--- src/rtl/sdpram_arbiter_pkg.sv ---
// Shared types and helpers for the SDPRAM arbiter.
// Build option: SDPRAM_ARBITER_RR_EN selects round-robin; otherwise fixed priority.
package sdpram_arbiter_pkg;

    localparam int unsigned MAX_REQ = 16;
    localparam int unsigned IDX_W   = 4;

    // Read response tag carried alongside the RAM read latency
    typedef struct packed {
        logic             valid;
        logic [IDX_W-1:0] idx;
    } rsp_tag_t;

    function automatic logic [MAX_REQ-1:0] idx_to_onehot(input logic [IDX_W-1:0] idx);
        logic [MAX_REQ-1:0] v;
        v      = '0;
        v[idx] = 1'b1;
        return v;
    endfunction

    function automatic logic [IDX_W-1:0] onehot_to_idx(input logic [MAX_REQ-1:0] oh);
        logic [IDX_W-1:0] r;
        r = '0;
        for (int unsigned i = 0; i < MAX_REQ; i++) begin
            if (oh[i]) r = IDX_W'(i);
        end
        return r;
    endfunction

endpackage

--- src/rtl/sdpram_arbiter_rr.sv ---
// Single-port request arbiter with its own rotating pointer.
// Build option: SDPRAM_ARBITER_RR_EN enables round-robin; undefined gives
// fixed priority (lowest index wins) with the pointer tied to zero.
import sdpram_arbiter_pkg::*;

module rr_arbiter #(
    parameter int unsigned NUM_REQ = 4
) (
    input  logic               CLK,
    input  logic               RST,
    input  logic [NUM_REQ-1:0] VALID,
    input  logic               ACCEPT,
    output logic [NUM_REQ-1:0] GRANT
);

    localparam int unsigned PW = $clog2(NUM_REQ);

    logic [PW-1:0] w_ptr;

`ifdef SDPRAM_ARBITER_RR_EN
    logic [PW-1:0] r_ptr;

    // Move the pointer just past the accepted requester so it ranks last next time
    always_ff @(posedge CLK or posedge RST) begin
        if (RST) begin
            r_ptr <= '0;
        end else if (ACCEPT) begin
            for (int unsigned i = 0; i < NUM_REQ; i++) begin
                if (GRANT[i]) r_ptr <= (i == NUM_REQ - 1) ? '0 : PW'(i + 1);
            end
        end
    end

    assign w_ptr = r_ptr;
`else
    logic w_unused;

    assign w_ptr    = '0;
    assign w_unused = ^{CLK, RST, ACCEPT};
`endif

    // Grant the first VALID at or after the pointer, wrapping around
    always_comb begin
        int unsigned v_idx;
        logic        v_found;
        GRANT   = '0;
        v_found = 1'b0;
        v_idx   = 0;
        for (int unsigned k = 0; k < NUM_REQ; k++) begin
            v_idx = (32'(w_ptr) + k) % NUM_REQ;
            if (!v_found && VALID[v_idx]) begin
                v_found      = 1'b1;
                GRANT[v_idx] = 1'b1;
            end
        end
    end

endmodule

--- src/rtl/sdpram_arbiter.sv ---
// Shares one SDPRAM (1-cycle read latency) between NUM_REQ requesters with
// independent write and read arbitration and a tagged read-response path.
// Build option: SDPRAM_ARBITER_RR_EN (round-robin vs fixed priority).
import sdpram_arbiter_pkg::*;

module sdpram_arbiter #(
    parameter  int unsigned NUM_REQ = 4,
    parameter  int unsigned WIDTH   = 64,
    parameter  int unsigned DEPTH   = 512,
    localparam int unsigned AW      = $clog2(DEPTH)
) (
    input  logic                       CLK,
    input  logic                       RST,
    input  logic [NUM_REQ-1:0]         WREQ_VALID,
    output logic [NUM_REQ-1:0]         WREQ_READY,
    input  logic [NUM_REQ*AW-1:0]      WREQ_ADDR,
    input  logic [NUM_REQ*WIDTH-1:0]   WREQ_DATA,
    input  logic [NUM_REQ*WIDTH/8-1:0] WREQ_STRB,
    input  logic [NUM_REQ-1:0]         RREQ_VALID,
    output logic [NUM_REQ-1:0]         RREQ_READY,
    input  logic [NUM_REQ*AW-1:0]      RREQ_ADDR,
    output logic [NUM_REQ-1:0]         RRSP_VALID,
    output logic [WIDTH-1:0]           RRSP_DATA,
    output logic                       RAM_WEN,
    output logic [AW-1:0]              RAM_WADDR,
    output logic [WIDTH-1:0]           RAM_WDATA,
    output logic [WIDTH/8-1:0]         RAM_WSTRB,
    output logic                       RAM_REN,
    output logic [AW-1:0]              RAM_RADDR,
    input  logic                       RAM_RVALID,
    input  logic [WIDTH-1:0]           RAM_RDATA
);

    localparam int unsigned SW = WIDTH / 8;

    logic [NUM_REQ-1:0] w_wgrant;
    logic [NUM_REQ-1:0] w_rgrant;
    logic [NUM_REQ-1:0] w_wacc;
    logic [NUM_REQ-1:0] w_racc;
    logic [IDX_W-1:0]   w_widx;
    logic [IDX_W-1:0]   w_ridx;
    rsp_tag_t           r_t1;
    rsp_tag_t           r_t2;
    logic [WIDTH-1:0]   r_rdata;

    rr_arbiter #(.NUM_REQ(NUM_REQ)) u_warb (
        .CLK    (CLK),
        .RST    (RST),
        .VALID  (WREQ_VALID),
        .ACCEPT (|w_wacc),
        .GRANT  (w_wgrant)
    );

    rr_arbiter #(.NUM_REQ(NUM_REQ)) u_rarb (
        .CLK    (CLK),
        .RST    (RST),
        .VALID  (RREQ_VALID),
        .ACCEPT (|w_racc),
        .GRANT  (w_rgrant)
    );

    // Grants are suppressed while reset is held so nothing reaches the RAM
    always_comb begin
        WREQ_READY = RST ? '0 : w_wgrant;
        RREQ_READY = RST ? '0 : w_rgrant;
        w_wacc     = WREQ_VALID & WREQ_READY;
        w_racc     = RREQ_VALID & RREQ_READY;
        w_widx     = onehot_to_idx(MAX_REQ'(w_wacc));
        w_ridx     = onehot_to_idx(MAX_REQ'(w_racc));
    end

    // Route the accepted requester's slices to the RAM ports
    always_comb begin
        RAM_WEN   = |w_wacc;
        RAM_WADDR = WREQ_ADDR[32'(w_widx)*AW +: AW];
        RAM_WDATA = WREQ_DATA[32'(w_widx)*WIDTH +: WIDTH];
        RAM_WSTRB = WREQ_STRB[32'(w_widx)*SW +: SW];
        RAM_REN   = |w_racc;
        RAM_RADDR = RREQ_ADDR[32'(w_ridx)*AW +: AW];
    end

    // Tag pipeline: t1 lines up with RAM_RVALID, t2 holds the issued response
    always_ff @(posedge CLK or posedge RST) begin
        if (RST) begin
            r_t1    <= '0;
            r_t2    <= '0;
            r_rdata <= '0;
        end else begin
            r_t1 <= '{valid: RAM_REN, idx: w_ridx};
            if (RAM_RVALID && r_t1.valid) begin
                r_t2    <= r_t1;
                r_rdata <= RAM_RDATA;
            end else begin
                r_t2.valid <= 1'b0;
            end
        end
    end

    assign RRSP_VALID = r_t2.valid ? NUM_REQ'(idx_to_onehot(r_t2.idx)) : '0;
    assign RRSP_DATA  = r_rdata;

endmodule
--- config.mk ---
export PLATFORM = sky130hd
export DESIGN_NAME = sdpram_arbiter
export DESIGN_NICKNAME = d
export VERILOG_FILES = /design/src/rtl/sdpram_arbiter_pkg.sv /design/src/rtl/sdpram_arbiter_rr.sv /design/src/rtl/sdpram_arbiter.sv
export SDC_FILE = /design/constraint.sdc
export NUM_CORES = 1
export LEC_CHECK = 0
export BUFFER_PORTS_ARGS = -buffer_cell sky130_fd_sc_hd__buf_2
export CORE_AREA = 3 3 232 234
export CTS_BUF_LIST = sky130_fd_sc_hd__clkbuf_16
export CTS_CLUSTER_DIAMETER = 40
export CTS_CLUSTER_SIZE = 24
export DETAILED_ROUTE_END_ITERATION = 10
export DIE_AREA = 0 0 235 237
export SYNTH_ARGS = -nofsm -noshare
export SYNTH_HDL_FRONTEND = slang
export SYNTH_SLANG_ARGS = --single-unit
--- constraint.sdc ---
create_clock -name CLK -period 6.8 [get_ports CLK]
set_clock_uncertainty 0.2 [all_clocks]
set_input_delay 0.68 -clock CLK [delete_from_list [all_inputs] [get_ports CLK]]
set_output_delay 0.68 -clock CLK [all_outputs]
set_load 0.005 [all_outputs]
==> results of run 1 <==
[routing by layer]
metal  GRT usage (%)  vias to the layer above  wire [um]
met2           22.97                      518      19950
met1           13.61                     3770      13950
met4           7.661                        0       1572
met3           2.609                       72       2760
li1                -                     3764          -
met5               0                        -          0
[worst max-delay path, delay by kind of cell]
| family | cells | cell delay [ps] |
|---|---|---|
| AOI/OAI and AO/OA | 2 | 460 |
| buffers and inverters | 4 | 1500 |
| and+or+nand+nor | 1 | 690 |
[cell usage in the layout (no fill, tap or decap), drive strengths merged]
cell type  netlist  layout
buf             37     611
nor2           101     101
a21oi           92      92
o21bai          81      81
a311oi          81      81
o21ai           81      81
dfrtp           70      70
mux2            66      66
diode            0      15
or2             10      10
o22ai            9       9
a211oi           9       9
clkbuf          48       9
inv              4       5
or3              3       3
nand2            2       2
nor2b            2       2
bufinv           0       2
clkinvlp         0       2
and2             2       2
nand2b           2       2
or4b             2       2
clkinv           0       2
and3             1       1
nor4b            1       1
nor3             1       1
nor3b            1       1
[area by class of cell]
| type | count | area share (%) |
|---|---|---|
| multi-input cells | 547 | 37.40 |
| repair buffers | 611 | 31.91 |
| flip-flops and latches | 70 | 18.00 |
| well taps | 688 | 8.845 |
| clock buffers | 9 | 2.314 |
| clock inverters | 7 | 0.9900 |
| diodes | 15 | 0.3857 |
| inverters | 4 | 0.1543 |
[registers in the layout (all words and copies together) (netlist names)]
register	count
RRSP_DATA	64
r_t1	3
r_t2	3
[stage by stage]
stage               worst slack [ps]  instance area (um^2)
floorplan                       4017                  5811
global placement                2618                  9373
detailed placement              2516                  9373
CTS                             2501                  9694
global route                    2299                  9729
finish                          2533                  9732
[worst max-delay path by stage]
stage	start	endpoint	cells past startpoint
after floorplan	RST	RRSP_DATA[0]	2
after global placement	WREQ_VALID[1]	RAM_WDATA[30]	7
after detailed placement	WREQ_VALID[1]	RAM_WSTRB[1]	7
after CTS	WREQ_VALID[1]	RAM_WSTRB[1]	7
after global routing	WREQ_VALID[1]	RAM_WSTRB[1]	7
final	WREQ_VALID[1]	RAM_WSTRB[1]	7
[cells by family (layout without fill, tap and decap cells)]
logic type / after synthesis / after routing
flops: 70 / 70
buf+inv: 89 / 631
compound gates: 353 / 353
simple gates: 128 / 128
mux: 66 / 66
other cells: 0 / 15
[power by group]
group / leakage, nW / total (mW) / internal (mW) / switching, mW
sequential: 0.831 / 0.509 / 0.480 / 0.0295
clock: 0.150 / 0.509 / 0.322 / 0.187
combinational: 3.53 / 0.548 / 0.276 / 0.272
==> qor.csv, run 1 <==
metric,value,unit
syn_avg_cell_area,8.230,um^2
worst_pin_slew,882.1,ps
multi_input_area,3640,um^2
async_reset_ff_share,100.0,%
syn_inst,706,
area_delta_synth_final,67.48,%
viasPerCell,4.164,
ys_types,30,
yosysSeqAreaShare,30.15,%
report.final.hold_viol_count,0,
portBuffers,602,
power_density,160.9,nW/um^2
max_freq,234.3,MHz
cp_slowest_stage_delay,690,ps
worstReg2RegEnd,RRSP_DATA[60],
slew_viol_final,0,
power,1.566,mW
nNetsFinal,1678,
drt_iter0_markers,387,
seq_area,1752,um^2
start_util,11.12,%
route.detailed.drc,0,
via_count,8124,
yosysWarnings,0,
clk_pin_slew_worst_paths,60,ps
fillers,5954,
insertion_delay,330,ps
fin_util,18.63,%
synthTopCellsByArea,"dfrtp_1 30%, mux2_2 13%, a311oi_1 12%",
post-cts-setup-buffers,0,
cts_tree,done,
hp-class,reg -> reg,
dp_hpwl,31.62,mm
synthMuxAreaShare,12.79,%
antenna_left,0,
die_y,237,um
core-area,52240,um^2
setup-tns-final,0,ps
grt_pass1_wl,53.50,mm
synthTopCellsByCount,"98 x nor2_1, 92 x a21oi_1, 81 x a311oi_1, 81 x o21bai_1, 80 x o21ai_0",
fp-row-count,84,
grt_antenna_before_repair,22,
cts.path.max_buffers,2,
layoutNonFillerInstCount,1951,
period_minus_slack,4267,ps
min_path_cells,1,
critical_path_class,in -> out,
ys.flop_type,dfrtp_1,
drt_first_pass_iters,5,
yosysTopAreaCell,dfrtp_1,
holdWs,291.6,ps
cpMaxStageDelayCell,or3_4,
drv_cap,0,
grt_pass1_vias,8184,
layout-drive-gt1-share,56.97,%
wl_per_cell,19.60,um
synth_simple_gate_area_share,9.733,%
ir_worst_vdd,0.1279,mV
synth_edf_count,0,
root_buffer,clkbuf_16,
synth_fa_ha_area_share,0,%
synth_compound_area_share,39.71,%
gp_congestion,0.8829,
h-tree-depth,3,
rsz0062_at_grt,false,
syn_nets,1141,
cts_hold_buf,0,
outcome,completed,
placed_cells,1920,
r2r_slack,4810,ps
crit_required,5920,ps
grt_max_degree,144,
synth_xor_area_share,0,%
io_pins,603,
reg2reg_depth,3,
cp-end-kind,output pin,
finalSetupViolations,0,
p_leak,4.515,nW
start_kind,input pin,
gr-total-overflow,0,
cp_cell_sequence,buf_2 > buf_4 > or3_4 > buf_4 > a21oi_1 > a311oi_1 > buf_2,
worstPathArrival,3390,ps
cts_buffers,9,
min_from,r_t1[1],
yosysMostFrequentCell,nor2_1,
yosys_register_bits,70,
clock_sinks,70,
r2r_start,r_t1[4],
crit_fanout,68,
die_area,55700,um^2
fin_crit_sh,62.75,%
cts_resized,0,
wl,38.24,mm
synth_top_family_by_area,compound AO/OA/AOI/OAI gates,
die_w,235,um
synthDominantCellAreaShare,30.15,%
grt_util_all_layers,12.70,%
hold_path_end,r_t2[1],
syn_area,5811,um^2
slew_headroom,41.20,%
Power figures use the tool's default switching activity.
==> inputs of run 2 (changes only) <==
--- a/config.mk
+++ b/config.mk
@@ -6,12 +6,12 @@
 export NUM_CORES = 1
 export LEC_CHECK = 0
 export BUFFER_PORTS_ARGS = -buffer_cell sky130_fd_sc_hd__buf_2
-export CORE_AREA = 3 3 232 234
+export CORE_AREA = 3 3 230 232
 export CTS_BUF_LIST = sky130_fd_sc_hd__clkbuf_16
 export CTS_CLUSTER_DIAMETER = 40
 export CTS_CLUSTER_SIZE = 24
 export DETAILED_ROUTE_END_ITERATION = 10
-export DIE_AREA = 0 0 235 237
+export DIE_AREA = 0 0 233 235
 export SYNTH_ARGS = -nofsm -noshare
 export SYNTH_HDL_FRONTEND = slang
 export SYNTH_SLANG_ARGS = --single-unit
==> constraint.sdc (replaced) <==
create_clock -name CLK -period 3.5 [get_ports CLK]
set_clock_uncertainty 0.2 [all_clocks]
set_input_delay 0.35 -clock CLK [delete_from_list [all_inputs] [get_ports CLK]]
set_output_delay 0.35 -clock CLK [all_outputs]
set_load 0.005 [all_outputs]
==> run 2 against run 1 <==
Net effect: die area fell by 1.7%; count of clock-buffer cells in the layout did not move; combinational power rose by 100%; sequential share of layout area fell by 0.31 points; final area rose by 1.8%; first-iteration DRC count rose by 30%; global-route usage rose by 0.81 points.
==> qor.csv, run 2 (same netlist as run 1, synthesis figures left out) <==
metric,value,unit
final_cell_mix,"602 x buf_2, 98 x nor2_1, 92 x a21oi_1, 81 x o21bai_1, 81 x a311oi_1",
critical_path.top_delay_family,compound AO/OA/AOI/OAI gates,
cp_cell_sequence,buf_2 > or3_2 > buf_4 > o21ai_0 > a311oi_1 > buf_2,
largest_reg_flops,64,
max_freq,328.2,MHz
p_leak,4.632,nW
r2r_start,r_t1[4],
gp_congestion,0.9250,
worstPathArrival,2500,ps
die_area,54760,um^2
crit_fanout,28,
cp_slowest_stage_delay,820,ps
grt_max_degree,83,
grt_pass1_wl,55.14,mm
gr-total-overflow,0,
post-cts-setup-buffers,0,
route.detailed.drc,0,
die_y,235,um
drt_iter0_markers,502,
layoutNonFillerInstCount,1952,
drt_first_pass_iters,5,
slew_headroom,37.86,%
drv_cap,0,
grt_pass1_vias,8388,
fin_crit_sh,87.06,%
layout-drive-gt1-share,57.52,%
start_kind,input pin,
cts_hold_buf,0,
viasPerCell,4.287,
root_buffer,clkbuf_16,
period_minus_slack,3047,ps
critical_path_class,in -> out,
reg2reg_depth,3,
mostFrequentLayoutCell,buf_2,
io_pins,603,
h-tree-depth,3,
hold_path_end,RRSP_DATA[23],
cpMaxStageDelayCell,a311oi_1,
die_w,233,um
min_path_cells,2,
ir_worst_vdd,0.2432,mV
core-area,51200,um^2
wl,40.41,mm
cts_tree,done,
placed_cells,1928,
grt_antenna_before_repair,17,
via_count,8369,
clk_pin_slew_worst_paths,60,ps
slew_viol_final,0,
grt_util_all_layers,13.52,%
wl_per_cell,20.70,um
worstReg2RegEnd,RRSP_DATA[53],
cts.path.max_buffers,2,
cts_buffers,9,
crit_top_cell,buf_2,
finalSetupViolations,0,
setup-tns-final,0,ps
clock_sinks,70,
antenna_left,0,
r2r_slack,1470,ps
start_util,11.35,%
cts_resized,0,
fin_util,19.34,%
worst_pin_slew,925.8,ps
worstPathBufferInverterCount,3,
report.final.hold_viol_count,0,
cp-end-kind,output pin,
insertion_delay,330,ps
hp-class,in -> reg,
crit_required,2950,ps
fp-row-count,83,
power_density,317.9,nW/um^2
rsz0062_at_grt,false,
area_delta_synth_final,70.43,%
nNetsFinal,1694,
min_from,RAM_RDATA[23],
dp_hpwl,34.11,mm
portBuffers,602,
outcome,completed,
run 2: cell count changes in the layout (fill, tap and decap cells not counted):
cell,delta
buf_4,+11
inv_6,-1
buf_12,+5
clkinv_2,+2
clkinvlp_4,-2
bufinv_16,+1
diode_2,-7
run 2: per-stage QoR:
step                hold WS [ps]  total power, mW  instance area (um^2)  setup slack, ps
floorplan                  254.2            1.458                  5811             1047
global placement           268.7            2.127                  9545            259.2
detailed placement         260.5            2.141                  9545            250.3
CTS                        30.94            3.192                  9883            243.0
global route               41.35            3.318                  9901            221.0
finish                     47.34            3.149                  9903            452.8
run 2: worst max-delay path by stage:
stage | endpoint | slack, ps | from | depth (start not counted)
floorplan | RRSP_DATA[0] | 1050 | RST | 2
global placement | RAM_WSTRB[0] | 260 | WREQ_VALID[1] | 6
detailed placement | RAM_WSTRB[0] | 250 | WREQ_VALID[1] | 6
CTS | RAM_WSTRB[0] | 240 | WREQ_VALID[1] | 6
global route | RAM_WSTRB[0] | 220 | WREQ_VALID[1] | 6
finish | RAM_WSTRB[0] | 450 | WREQ_VALID[1] | 6
run 2: layout make-up:
class | count | area (um^2)
diodes | 8 | 20.02
clock buffers | 9 | 225.2
clock inverters | 7 | 112.6
fillers | 5747 | 41290
inverters | 4 | 15.01
multi-input cells | 547 | 3640
flip-flops and latches | 70 | 1752
well taps | 680 | 850.8
repair buffers | 627 | 3288
run 2: power by group:
group | internal (mW) | switching, mW | leakage, nW
Combinational | 0.555 | 0.559 | 3.63
Clock | 0.691 | 0.339 | 0.167
Sequential | 0.933 | 0.0718 | 0.831
Total | 2.18 | 0.970 | 4.63
run 2: metal layers:
layer  global-route usage (%)  vias up  wire [um]
met2                    25.86      577      21270
met4                    4.778        2       1088
met1                    14.39     3938      14390
li1                         -     3788          -
met3                    2.861       64       3653
met5                        0        -          7
run 2: worst register-to-register path: stages, from the launching register on:
cell,delay [ps]
dfrtp_1,340
and2_2,690
buf_12,290
mux2_2,400
